File: config.mk
export PLATFORM = sky130hd
export DESIGN_NAME = pipelined_shifter
export DESIGN_NICKNAME = d
export VERILOG_FILES = /design/src/rtl/pipelined_shifter.sv
export SDC_FILE = /design/constraint.sdc
export NUM_CORES = 1
export LEC_CHECK = 0
export CORE_MARGIN = 3
export CORE_UTILIZATION = 45
export DETAILED_ROUTE_END_ITERATION = 7
export PLACE_DENSITY = 0.66
export SLEW_MARGIN = 20
export SYNTH_ARGS = -nofsm -noshare
export SYNTH_HDL_FRONTEND = slang
export SYNTH_SLANG_ARGS = --single-unit
export TNS_END_PERCENT = 20
File: constraint.sdc
create_clock -name Clk -period 1.5 [get_ports Clk]
set_input_delay 0.3 -clock Clk [delete_from_list [all_inputs] [get_ports Clk]]
set_output_delay 0.3 -clock Clk [all_outputs]
set_load 0.01 [all_outputs]
File: src/rtl/pipelined_shifter.sv
// rtl/pipelined_shifter.sv - pipelined barrel shifter with valid/ready handshake
// Mux levels are grouped StagesPerReg per register stage; each stage carries its beat's control fields.
module pipelined_shifter #(
  parameter int BitWidth     = 32,
  parameter int StagesPerReg = 1
) (
  input  logic                        Clk,
  input  logic                        Rst,
  input  logic                        InValid,
  output logic                        InReady,
  input  logic                        En,
  input  logic                        Left,
  input  logic                        RotateEnable,
  input  logic                        Arith,
  input  logic [BitWidth-1:0]         dIN,
  input  logic [$clog2(BitWidth)-1:0] ShAmount,
  output logic                        OutValid,
  input  logic                        OutReady,
  output logic [BitWidth-1:0]         dOUT,
  output logic                        Busy
);

  localparam int ShiftWidth = $clog2(BitWidth);
  localparam int PipeDepth  = (ShiftWidth + StagesPerReg - 1) / StagesPerReg;

  logic [PipeDepth-1:0]                 vReg, enReg, leftReg, rotReg, arithReg, signReg;
  logic [PipeDepth-1:0][BitWidth-1:0]   dataReg;
  logic [PipeDepth-1:0][ShiftWidth-1:0] amtReg;
  logic [PipeDepth-1:0][BitWidth-1:0]   nxtData;
  logic [PipeDepth-1:0]                 ld;

  // Index 0 is the input port; index k+1 is the output of register stage k.
  logic [PipeDepth:0]                 stValid, stEn, stLeft, stRot, stArith, stSign;
  logic [PipeDepth:0][BitWidth-1:0]   stData;
  logic [PipeDepth:0][ShiftWidth-1:0] stAmt;
  logic                               unusedTail;

  assign stValid = {vReg, InValid};
  assign stEn    = {enReg, En};
  assign stLeft  = {leftReg, Left};
  assign stRot   = {rotReg, RotateEnable};
  assign stArith = {arithReg, Arith};
  assign stSign  = {signReg, dIN[BitWidth-1]};
  assign stData  = {dataReg, dIN};
  assign stAmt   = {amtReg, ShAmount};

  assign unusedTail = ^{stEn[PipeDepth], stLeft[PipeDepth], stRot[PipeDepth],
                        stArith[PipeDepth], stSign[PipeDepth], stAmt[PipeDepth]};

  function automatic logic [BitWidth-1:0] shiftLevel(
    input logic [BitWidth-1:0] x,
    input int                  lvl,
    input logic                left,
    input logic                rot,
    input logic                arith,
    input logic                sign
  );
    int d;
    d = 1 << lvl;
    if (rot) begin
      if (left) return (x << d) | (x >> (BitWidth - d));
      return (x >> d) | (x << (BitWidth - d));
    end
    if (left) return x << d;
    if (arith && sign) return (x >> d) | ~({BitWidth{1'b1}} >> d);
    return x >> d;
  endfunction

  // Stall chain: a stage loads if it is empty or everything downstream of it moves.
  always_comb begin
    logic acc;
    ld  = '0;
    acc = OutReady;
    for (int k = PipeDepth - 1; k >= 0; k--) begin
      acc   = acc || !vReg[k];
      ld[k] = acc;
    end
  end

  always_comb begin
    logic [BitWidth-1:0]   x;
    logic [ShiftWidth-1:0] amtBits;
    int                    lvl;
    nxtData = '0;
    for (int k = 0; k < PipeDepth; k++) begin
      x = stData[k];
      for (int i = 0; i < StagesPerReg; i++) begin
        lvl     = k * StagesPerReg + i;
        amtBits = stAmt[k] >> lvl;
        if (lvl < ShiftWidth && stEn[k] && amtBits[0])
          x = shiftLevel(x, lvl, stLeft[k], stRot[k], stArith[k], stSign[k]);
      end
      nxtData[k] = x;
    end
  end

  always_ff @(posedge Clk) begin
    if (Rst) begin
      vReg     <= '0;
      enReg    <= '0;
      leftReg  <= '0;
      rotReg   <= '0;
      arithReg <= '0;
      signReg  <= '0;
      dataReg  <= '0;
      amtReg   <= '0;
    end else begin
      for (int k = 0; k < PipeDepth; k++) begin
        if (ld[k]) begin
          vReg[k] <= stValid[k];
          if (stValid[k]) begin
            dataReg[k]  <= nxtData[k];
            enReg[k]    <= stEn[k];
            leftReg[k]  <= stLeft[k];
            rotReg[k]   <= stRot[k];
            arithReg[k] <= stArith[k];
            signReg[k]  <= stSign[k];
            amtReg[k]   <= stAmt[k];
          end
        end
      end
    end
  end

  assign InReady  = ld[0];
  assign OutValid = vReg[PipeDepth-1];
  assign dOUT     = dataReg[PipeDepth-1];
  assign Busy     = |vReg;

endmodule

After elaboration in Yosys (flattened, before gate mapping)
Cells that the tools add are included.
Storage, ports and cells
  ROM bits: 0
  output and inout port bits: 35
  logic and storage cells: 169
  RAM bits: 0
  memories kept: 0
  bits of input ports: 45
  flip-flop bits (word level): 205
  bits in latches: 0
Operators by class
  shift operators: 0
  $mul: 0
  $lt $le $gt $ge: 0
  reductions and logical operators: 26
  add/subtract/negate cells: 0
  bitwise logic cells: 9
  equality and inequality tests: 0
  divide/modulo/power cells: 0
  muxes and demuxes: 100
Operator list (count)
  2-to-1 mux 32 bit: 45
  2-to-1 mux 1 bit: 55
  OR 16 x 32 -> 32 bit: 1
  OR 24 x 32 -> 32 bit: 1
  OR 28 x 32 -> 32 bit: 1
  OR 30 x 32 -> 32 bit: 1
  OR 31 x 32 -> 32 bit: 1
  OR 32 x 1 -> 32 bit: 1
  OR 32 x 2 -> 32 bit: 1
  OR 32 x 4 -> 32 bit: 1
  OR 32 x 8 -> 32 bit: 1
  logical AND 1 bit: 10
  AND reduction 2 bit: 5
  zero test 1 bit: 5
  logical OR 1 bit: 5
  OR reduction 5 bit: 1

Longest topological paths before layout
Gate-level depths: netlist of run 1.
  word-level depth: 11
  depth in mapped cells: 6
  depth with buffers taken out: 3

Worst setup path after synthesis of run 1
OpenSTA, ideal clock, no wires.
  kind: flip-flop to flip-flop
  start: register vReg[4]
  end: register dataReg, in the netlist dOUT[21]
  data required time: 1.396 ns
  arrival time: 1.390 ns
  setup slack: 0.007 ns
  path buffers: 2
  period minus slack after synthesis: 1.493 ns
  setup time: 0.104 ns
  stages on the path, launching flop included: 6
  cell sequence: dfxtp_1 -> nor2b_1 -> clkbuf_1 -> clkbuf_1 -> nor4b_1 -> a2111oi_2
Between the ends
  cells in the longest elaborated chain, start to end: 3
RTL lines
  from (decl): line 26  | logic [PipeDepth-1:0] vReg, enReg, leftReg, rotReg, arithReg, signReg;
  from (signal, indexed assignment): line 110  | vReg[k] <= stValid[k];
  zero test 1 bit: line 75  | acc = acc || !vReg[k];
  logical OR 1 bit: line 75
  AND reduction 2 bit (no source line)
  to (signal, indexed assignment): line 112  | dataReg[k] <= nxtData[k];
  to (decl): line 27  | logic [PipeDepth-1:0][BitWidth-1:0] dataReg;
No other way between the ends.
A chain may end at the register's enable or synchronous reset.

Worst setup path in the final report of run 1
  start: register vReg[4]
  end: output port InReady
Between the ends
  cells in the longest elaborated chain, start to end: 6
RTL lines
  zero test 1 bit: line 75
  logical OR 1 bit (5 in series): line 75
  to (decl): line 10  | output logic InReady,
No other way between the ends.

==> results by group, run 1 <==
Clock tree
  – CTS H-tree depth: 4
  – Clock buffer depth: 2
  – TritonCTS Buffers: 17
  – Clk Latency, worst-skew pair: between 400 and 500 ps
  – Clock slew at reported path FFs: 80 ps
  – Clock tree sinks: 195
  – CTS root buffer: clkbuf_16
  – CTS tree: yes

STA
  – Period utilization: 104.9%
  – Post-layout min period: between 1500 and 2000 ps
  – Final hold vios: 0
  – Clk_skew: 12.95 ps
  – Fmax: 635.7 MHz
  – Slew Limit Fails: 0
  – RSZ-0062 raised after global routing: yes
  – Final worst slack: -73.02 ps
  – Setup-failing EPs final: 1
  – Max_slew headroom: between 60% and 70%
  – Slew @ Worst Pin: between 500 and 600 ps

Finish
  – Ant. Diodes: 0
  – Design Area, Final: 0.01279 mm²
  – Final Non-Filler Cells: 1602
  – Area grow syn2layout: 17.90%
  – Commonest non-fill, non-tap cell in the layout: dfxtp_1
  – Layout Nets: 1315
  – Final Util: a little over half
  – Share of layout cells above drive strength 1: 13.64%
  – Highest-count cells in the layout ignoring fill and taps: dfxtp_1 (188), nand2_1 (181), mux2i_1 (152)

Global route
  – M3 GR Usage: under 10%
  – Number of global-route vias before repair: 8701
  – Largest net degree at the start of global routing: 72
  – Met1 track demand over resource: 32.04%
  – GRT Overall Usage: 21.97%
  – Grt met2 use: 33.82%
  – Initial antenna violation count: 0
  – Gr busiest metal: met2
  – First-pass GRT wire length: ~47000 µm
  – Grt ovf: 0

Yosys
  – #FFs+latches synth: between 150 and 200
  – Synth Warn #: 0
  – Syn_area_per_cell: 8.616 µm²
  – Multiplexer share of the synthesized area: 15.69%
  – Largest family of logic cells by synthesized area: compound AO/OA/AOI/OAI gates
  – Register area share after synthesis: between 30% and 40%
  – Compound-Gate Fraction of Synth Area: between 20% and 30%
  – Post-synth ARST share: 0%
  – Synth cell types: 50
  – Number of flops mapped to enable cells by yosys: 0
  – Post-Syn Area: 0.01085 mm²
  – Post-synthesis adder-cell area fraction: 0%
  – Mapped Nets: 1304
  – Simple-Gate Fraction of Synth Area: 15.76%
  – Synth Area in XOR/XNOR: 0%
  – Post-Synthesis Cells: 1259
  – Main synth FF type: dfxtp_1

Floorplan
  – Die height: 161.3 µm
  – Initial Util: between 40% and 50%
  – Die width: about 160 µm
  – Core box area: 0.02361 mm²
  – Die area: 0.02600 mm²
  – Num rows: 56
  – Num ports: 80

Placed design
  – Post-DP Area: between 0.01 and 0.015 mm²
  – Placed insts: 1568
  – Routability cong.: between 0.8 and 0.9
  – Port bufs: 79
  – DP Worst Slack: -616.8 ps
  – Hpwl dp: 20390 µm

Worst setup path
  – R2R Path Start: vReg[1]
  – WP data arrival: about 1300 ps
  – Reg2Reg Depth: 4
  – Setup crit start kind: register
  – Buf/Inv on CP: 1
  – Worst Setup End Kind: primary output
  – Class of the most critical setup path: reg -> out
  – Crit-path leading delay family: flip-flops
  – Critical path data required time: 1200 ps
  – Slowest CP cell: dfxtp_4
  – R2R Setup Slk: 0 ps
  – Reg-to-Reg End: dataReg[33]
  – CP Max Fanout: 5
  – Critical-path cell list: and4b_1 -> nand3_1 -> buf_2
  – Slowest cell delay on critical path: 370 ps

Drt
  – DRT iter0 DRCs: 873
  – Vias/cell: 5.947
  – ANT nets after route: 0
  – DRT Pass-1 Iters: 5
  – Wire length per cell: 18.19 µm
  – Via count: roughly 9500
  – Remaining DRCs: 0
  – Routed Wire Length: a little under 30000 µm

Run status
  – Failing checks: negative setup slack
  – Status: complete, but fails checks

Power and ir drop
  – Switching pwr: 3.064 mW
  – Logic pwr share: between 10% and 20%
  – Worst IR Drop VDD: 654.3 µV
  – Clock power frac: roughly two fifths
  – PD cells: roughly 880 mW/mm²
  – P_int: 8.144 mW
  – Leakage: approximately 4.7 nW
  – Flop pwr share: 49.0%
  – Sw Ratio: between 20% and 30%
  – Tot Pwr: 11.21 mW

Worst hold path
  – Hold_sp: Left
  – Hold Crit Depth: 3
  – Hold endpoint: leftReg[0]
  – Worst hold path type: in -> reg

Run
  – Max_cap viols: 0
[metal layers]
layer | share of wire (%) | up-vias
met5 | 0 | -
met4 | 2.0 | 0
met3 | 5.1 | 38
met2 | 46 | 260
met1 | 47 | 4581
li1 | - | 4648
[state kept, by name (all words and copies together) (netlist names)]
signal    flops
amtReg       10
arithReg      4
dOUT         32
dataReg     128
enReg         4
leftReg       4
rotReg        4
signReg       4
vReg          5
[power groups by stage]
stage	combinational (mW)	sequential [mW]	clock, mW
2_1_floorplan	0.856	5.54	0
4_1_cts	1.26	5.49	4.50
3_3_place_gp	1.25	5.60	0
6_report	1.28	5.49	4.44
3_5_place_dp	1.27	5.61	0
5_1_grt	1.40	5.51	4.71
[synth_stat cells, drive strengths merged, types with 7 or more instances]
cell type	count	area [µm²]
nand3	46	230.2
nor2	33	123.9
a211oi	24	180.2
a41oi	11	96.34
a311oi	16	140.1
nand3b	16	123.9
mux2i	152	1521
nor2b	25	156.4
nand2b	18	112.6
o32ai	43	376.6
o21ai	15	75.07
nand2	181	679.4
a21oi	136	680.7
inv	7	26.27
a31oi	13	81.33
dfxtp	195	3904
a22o	23	201.4
mux2	16	180.2
nor4b	15	131.4
buf	79	509.2
clkbuf	92	345.3
a211o	58	508.0
a2111oi	16	217.7
[cells by family after synthesis]
group,after synthesis
AOI/OAI and AO/OA,365
DFF,195
muxes,168
buffers and inverters,178
and+or+nand+nor,353
[worst max-delay path by stage]
stage             start  cells after the start            to  slack [ps]
2_1_floorplan   vReg[4]                      5      dOUT[21]           7
3_3_place_gp   OutReady                      4  dataReg[125]        -600
3_5_place_dp   OutReady                      4   dataReg[98]        -620
4_1_cts         vReg[4]                      3       InReady        -110
5_1_grt         vReg[4]                      3       InReady        -150
6_report        vReg[4]                      3       InReady         -70
[metrics by stage]
stage,TNS [ps],hold WS [ps]
after floorplan,0,438.4
after global routing,-2871,271.7
after global placement,-79900,458.0
after CTS,-139.6,239.1
final,-73.02,260.1
after detailed placement,-81200,469.7
[worst register-to-register path: cells and delay by family (launching register included)]
| family | cells | cell delay, ps |
|---|---|---|
| AO/OA/AOI/OAI | 1 | 230 |
| buffers and inverters | 2 | 490 |
| flip-flops | 1 | 410 |
| multiplexers | 1 | 280 |
[layout make-up]
class                      count  area [µm²]
fill                        2221       10820
multi-input combinational    886        6250
sequential                   195        3915
timing repair buffer         163        1635
clock buffer                  18       429.2
tap                          319       399.1
clock inverter                14       133.9
inverter                       7       27.53
[timing repair]
action	in CTS	in global routing
gates resized for setup	54	32
hold buffers	0	0
buffers inserted	1	1
pin swaps	4	3
gates cloned	0	1
setup endpoints to repair	143	107
No activity file was read; power rests on OpenSTA's default activity.
==> run 2, diff against run 1 <==
- ABC_CLOCK_PERIOD_IN_PS: default -> 1500
==> results of run 2 <==
The final DEF is identical to that of run 1; final timing and power are the same.
